**config.mk**
```make
export PLATFORM = sky130hd
export DESIGN_NAME = mmio_controller
export DESIGN_NICKNAME = d
export VERILOG_FILES = /design/src/rtl/mmio_pkg.sv /design/src/rtl/mmio_input_conditioner.sv /design/src/rtl/mmio_controller.sv
export SDC_FILE = /design/constraint.sdc
export NUM_CORES = 1
export LEC_CHECK = 0
export ABC_CLOCK_PERIOD_IN_PS = 2400
export BUFFER_PORTS_ARGS = -buffer_cell sky130_fd_sc_hd__buf_2
export CAP_MARGIN = 15
export CELL_PAD_IN_SITES_DETAIL_PLACEMENT = 1
export CELL_PAD_IN_SITES_GLOBAL_PLACEMENT = 1
export CORE_UTILIZATION = 43
export DETAILED_ROUTE_END_ITERATION = 10
export PLACE_DENSITY = 0.91
export SETUP_SLACK_MARGIN = 0.5
export SKIP_CTS_REPAIR_TIMING = 1
export SLEW_MARGIN = 25
export SYNTH_ARGS = -nofsm -noshare
export SYNTH_HDL_FRONTEND = slang
export SYNTH_HIERARCHICAL = 1
export SYNTH_SLANG_ARGS = --single-unit
```
**constraint.sdc**
```tcl
create_clock -name clock -period 2.4 [get_ports clock]
set_input_delay 0.24 -clock clock [delete_from_list [all_inputs] [get_ports clock]]
set_output_delay 0.24 -clock clock [all_outputs]
set_load 0.05 [all_outputs]
```
**src/rtl/mmio_pkg.sv**
```systemverilog
// mmio_pkg: register offsets and default window base shared by the MMIO controller files.
package mmio_pkg;
    localparam logic [15:0] IO_BASE_DEFAULT = 16'hFF00;
    localparam logic [7:0] IN_BASE = 8'h00;
    localparam logic [7:0] OUT_BASE = 8'h10;
    localparam logic [7:0] EVENT = 8'h20;
    localparam logic [7:0] MASK = 8'h21;
    localparam logic [7:0] CYCLE = 8'h22;
endpackage

```
**src/rtl/mmio_input_conditioner.sv**
```systemverilog
// mmio_input_conditioner: one input channel, 2-flop synchronizer plus debounce when MMIO_DEBOUNCE_EN is defined.
module mmio_input_conditioner #(
    parameter int DATA_WIDTH = 16,
    parameter int DEBOUNCE_CYCLES = 16
) (
    input  logic                  clock,
    input  logic                  reset,
    input  logic [DATA_WIDTH-1:0] async_i,
    output logic [DATA_WIDTH-1:0] cond_o,
    output logic                  change_o
);
    if (DEBOUNCE_CYCLES < 1) begin : g_bad_cfg
        $error("mmio_input_conditioner: DEBOUNCE_CYCLES must be at least 1");
    end
    logic [DATA_WIDTH-1:0] s1_q, s2_q;
    always_ff @(posedge clock or posedge reset) begin
        if (reset) begin
            s1_q <= '0;
            s2_q <= '0;
        end else begin
            s1_q <= async_i;
            s2_q <= s1_q;
        end
    end
`ifdef MMIO_DEBOUNCE_EN
    localparam int CW = $clog2(DEBOUNCE_CYCLES + 1);
    logic [DATA_WIDTH-1:0] acc_q, cand_q;
    logic [CW-1:0] cnt_q, run;
    // run length of identical synchronized samples, including the current one
    assign run = (s2_q == cand_q) ? cnt_q + 1'b1 : CW'(1);
    assign change_o = (s2_q != acc_q) && (run == CW'(DEBOUNCE_CYCLES));
    assign cond_o = acc_q;
    always_ff @(posedge clock or posedge reset) begin
        if (reset) begin
            acc_q <= '0;
            cand_q <= '0;
            cnt_q <= '0;
        end else begin
            cand_q <= s2_q;
            cnt_q <= (s2_q == acc_q || change_o) ? '0 : run;
            if (change_o) acc_q <= s2_q;
        end
    end
`else
    assign cond_o = s2_q;
    assign change_o = s1_q != s2_q;
`endif
endmodule

```
**src/rtl/mmio_controller.sv**
```systemverilog
// mmio_controller: 256-word I/O window beside data memory with ports, events, mask/irq and a cycle counter.
// Define MMIO_DEBOUNCE_EN to debounce the input channels.
module mmio_controller import mmio_pkg::*; #(
    parameter int DATA_WIDTH = 16,
    parameter int ADDR_WIDTH = 16,
    parameter int NUM_IN = 2,
    parameter int NUM_OUT = 2,
    parameter logic [ADDR_WIDTH-1:0] IO_BASE = ADDR_WIDTH'(IO_BASE_DEFAULT),
    parameter int DEBOUNCE_CYCLES = 16
) (
    input  logic                          clock,
    input  logic                          reset,
    input  logic [ADDR_WIDTH-1:0]         cpu_address,
    input  logic [DATA_WIDTH-1:0]         cpu_write_data,
    input  logic                          cpu_write_enable,
    output logic [DATA_WIDTH-1:0]         cpu_read_data,
    input  logic [DATA_WIDTH-1:0]         mem_read_data,
    output logic                          mem_write_enable,
    input  logic [NUM_IN*DATA_WIDTH-1:0]  in_ports,
    output logic [NUM_OUT*DATA_WIDTH-1:0] out_ports,
    output logic                          irq
);
    if (NUM_IN < 1 || NUM_IN > 16 || NUM_OUT < 1 || NUM_OUT > 16 || IO_BASE[7:0] != 8'h00) begin : g_bad_cfg
        $error("mmio_controller: illegal parameterization");
    end
    logic io_hit, io_wr, io_hit_q, irq_q;
    logic [7:0] offset;
    logic [DATA_WIDTH-1:0] rd_d, rd_q, cycle_d, cycle_q;
    logic [NUM_IN-1:0] event_d, event_q, mask_d, mask_q, change;
    logic [NUM_IN*DATA_WIDTH-1:0] cond;
    logic [NUM_OUT*DATA_WIDTH-1:0] out_d, out_q;
    assign io_hit = cpu_address[ADDR_WIDTH-1:8] == IO_BASE[ADDR_WIDTH-1:8];
    assign offset = cpu_address[7:0];
    assign io_wr = cpu_write_enable && io_hit;
    assign mem_write_enable = cpu_write_enable && !io_hit;
    for (genvar i = 0; i < NUM_IN; i++) begin : g_in
        mmio_input_conditioner #(
            .DATA_WIDTH(DATA_WIDTH),
            .DEBOUNCE_CYCLES(DEBOUNCE_CYCLES)
        ) u_cond (
            .clock(clock),
            .reset(reset),
            .async_i(in_ports[i*DATA_WIDTH +: DATA_WIDTH]),
            .cond_o(cond[i*DATA_WIDTH +: DATA_WIDTH]),
            .change_o(change[i])
        );
    end
    always_comb begin
        rd_d = offset == EVENT ? DATA_WIDTH'(event_q) :
               offset == MASK  ? DATA_WIDTH'(mask_q) :
               offset == CYCLE ? cycle_q : '0;
        for (int k = 0; k < NUM_IN; k++)
            if (offset == 8'(IN_BASE + k)) rd_d = cond[k*DATA_WIDTH +: DATA_WIDTH];
        for (int k = 0; k < NUM_OUT; k++)
            if (offset == 8'(OUT_BASE + k)) rd_d = out_q[k*DATA_WIDTH +: DATA_WIDTH];
    end
    always_comb begin
        out_d = out_q;
        for (int k = 0; k < NUM_OUT; k++)
            if (io_wr && offset == 8'(OUT_BASE + k)) out_d[k*DATA_WIDTH +: DATA_WIDTH] = cpu_write_data;
    end
    // a new input change outranks a same-edge write-one-to-clear
    assign event_d = (event_q & ~((io_wr && offset == EVENT) ? cpu_write_data[NUM_IN-1:0] : '0)) | change;
    assign mask_d = (io_wr && offset == MASK) ? cpu_write_data[NUM_IN-1:0] : mask_q;
    assign cycle_d = (io_wr && offset == CYCLE) ? cpu_write_data : cycle_q + 1'b1;
    always_ff @(posedge clock or posedge reset) begin
        if (reset) begin
            io_hit_q <= 1'b0;
            rd_q <= '0;
            out_q <= '0;
            event_q <= '0;
            mask_q <= '0;
            cycle_q <= '0;
            irq_q <= 1'b0;
        end else begin
            io_hit_q <= io_hit;
            rd_q <= rd_d;
            out_q <= out_d;
            event_q <= event_d;
            mask_q <= mask_d;
            cycle_q <= cycle_d;
            irq_q <= |(event_q & mask_q);
        end
    end
    assign cpu_read_data = io_hit_q ? rd_q : mem_read_data;
    assign out_ports = out_q;
    assign irq = irq_q;
endmodule

```
==> impl_metrics.toml <==
[sta]
relSlewSlack_pct = 51.01
tightest_slew_ns = 0.7330
fmax_ghz = 0.5349
hold_viol_final = 0
fin_crit_sh_pct = 77.90
slew_viol_final = 0
min_period_ns = 1.870
tns_ns = 0
fin_ws_ns = 0.5304
rsz0062_at_grt = "yes"
finClkSkew_ns = 0.008173
finalSetupViolations = 0

[route]
drc = 0
viasPerCell = 5.385
drtPass1Iterations = 4
routed_wl_mm = 18.13
drtIter0Drc = 240
wl_per_cell_um = 21.66
vias = 4507
ant_nets = 0

[worst_setup_path]
reg2reg_to = "cycle_q[14]"
r2r_start = "cycle_q[0]"
path_class = "reg -> out"
end_kind = "output pin"
critPathArrivalTime_ns = 1.63
critPathSlowestCell = "dfrtp_2"
rr_worst_depth = 5
crit_chain = "buf_8 > mux2_2 > buf_2"
critPathMaxStageDelay_ns = 0.40
critPathLaunchType = "register"
r2r_slack_ns = 0.53
cp_max_fo = 13
cp.required_ns = 2.16

[placement]
dp.cells = 770
io_buffers = 132
gp_congestion = 0.9072
dp_slack_ns = 0.2664
placed_cell_area_mm2 = 0.006793
hpwl_mm = 12.22

[die]
die_area_mm2 = 0.01408
start_util_pct = 44.19
io_pins = 133
die_w_um = 118.7
fp.dieH_um = 118.7
row_count = 42
design.core.area_mm2 = 0.01324

[run_status]
status = "finished, final reports clean"

[yosys]
synth_enable_flop_cells = 0
yosysTopAreaCellShare_pct = 57.30
synth_largest_area_cell = "dfrtp_1"
synth_cells = 464
netlist_area_mm2 = 0.005852
synthArstFlopShare_pct = 100.0
seq_area_frac_synth_pct = 57.30
synthTopCellsByArea = "dfrtp_1 57%, mux2_2 11%, xor2_1 6.3%"
yosysWarnings = 6
synth_fp_nets = 548
synth_cell_types = 37
synth.ff_latch_count = 134
ys.flop_type = "dfrtp_1"
syn_area_per_cell_um2 = 12.61

[power_and_ir_drop]
p_total_w = 0.005424
power_density_mw_per_mm2 = 702.9
p_switching_w = 0.001372
p_int_w = 0.004052
power_frac_comb_pct = 9.4
leakage_nw = 3.768
vdd_drop_max_mv = 0.3858
clkPwrFrac_pct = 45.9
switching_share_pct = 25.30
sequentialPowerShare_pct = 44.8

[final_layout]
n_antenna_cell = 0
final_nets = 732
drive_above_1_share_pct = 38.28
final_common_cell = "dfrtp_1"
instances_no_fill = 837
area_growth_syn_to_layout_pct = 31.88
fillCellCount = 1422
final_cell_area_mm2 = 0.007717
most-common-layout-cells = "133 x dfrtp_1, 132 x buf_2, 56 x mux2_2"

[global_routing]
gr-total-overflow = 0
antenna_found_initial = 0
grt_usage_pct = 25.88
grt_first_pass_wirelength_mm = 27.01
grt_max_degree = 49
grt_pass1_vias = 4908

[clocking]
clock_latency_ns = 0.42
clockBufferDepth = 2
htreeDepth = 4
clkSinkCount = 134
cts_tree = "yes"
clk_pin_slew_ns = 0.06
clock-root-buffer = "clkbuf_16"
cts_buffers = 17

[hold_path]
hold_end = "cycle_q[9]"
hold_depth = 2
hp-class = "in -> reg"
hold_start = "cpu_write_data[9]"

[flow_run]
drv_cap = 0
-- per-layer routing --
| layer | track usage, % | vias to the layer above | part of all wire, % |
|---|---|---|---|
| li1 | - | 2015 | - |
| met2 | 43.60 | 170 | 52 |
| met4 | 11.79 | 0 | 3.0 |
| met5 | 0 | - | 0 |
| met3 | 7.577 | 44 | 5.3 |
| met1 | 30.46 | 2278 | 40 |
-- Yosys cell counts (2+ instances only) --
master	number
nor3_1	7
nor4b_1	2
nor2_1	19
o21ai_0	14
inv_1	22
mux2i_1	17
mux2_2	56
xnor2_1	4
nand2b_1	15
nand3_1	7
buf_2	4
nand4_1	9
nand2_1	7
a21oi_1	17
a21o_1	2
nor3b_1	2
clkbuf_1	14
dfrtp_1	134
o2bb2ai_1	2
nor4_1	14
a2bb2oi_1	15
xor2_1	42
nor2b_1	2
o22ai_1	16
mux2_4	9
-- through the flow --
stage	utilization, %	hold slack, ns
global route	58.28	0.08779
floorplan	-	0.2714
finish	58.28	0.09927
CTS	55.60	-0.1068
global placement	51.29	0.3277
detailed placement	51.29	0.3376
-- power by group through the flow --
stage	Combinational, W	Clock [W]	Sequential [W]
after floorplan	0.000280	0	0.00244
after global placement	0.000432	0	0.00246
after detailed placement	0.000454	0	0.00246
after CTS	0.000461	0.00251	0.00243
after global routing	0.000551	0.00260	0.00244
final	0.000508	0.00249	0.00243
-- worst max-delay path, delay by kind of cell, from the launching register on --
kind / cells / cell delay (ns)
muxes: 1 / 0.38
DFF: 1 / 0.40
buffers and inverters: 2 / 0.42
-- sequential cells by signal, indices dropped and copies added (netlist names) --
signal and cells:
g_in.u_cond/cond_o 32, g_in.u_cond/s1_q 32, out_ports 32, cycle_q 16, rd_q 16, event_q 2
mask_q 2, io_hit_q 1, irq 1
-- layout make-up --
class / instances / area [µm²] / area share (%)
inverters: 22 / 86.33 / 1.119
well taps: 176 / 220.2 / 2.853
clock buffers: 20 / 466.7 / 6.047
multi-input cells: 289 / 2332 / 30.22
flip-flops and latches: 134 / 3354 / 43.47
repair buffers: 184 / 1154 / 14.95
clock inverters: 12 / 103.9 / 1.346
-- worst max-delay path by stage --
stage	startpoint	to	slack [ns]	cells past startpoint
5_1_grt	cycle_q[0]	cycle_q[12]	0.46	5
6_report	io_hit_q	cpu_read_data[8]	0.53	3
3_3_place_gp	cpu_address[7]	cycle_q[12]	0.34	5
4_1_cts	io_hit_q	cpu_read_data[15]	0.29	3
3_5_place_dp	cpu_address[7]	cycle_q[12]	0.27	5
2_1_floorplan	cpu_address[7]	cycle_q[10]	0.46	5
-- logic make-up after synthesis --
group	share of synthesized area, %
flops	57.30
simple gates	9.172
xor+xnor	6.885
buf+inv	2.844
fa+ha+maj	0.2138
mux	15.99
compound gates	7.591
No activity file was read; power rests on OpenSTA's default activity.
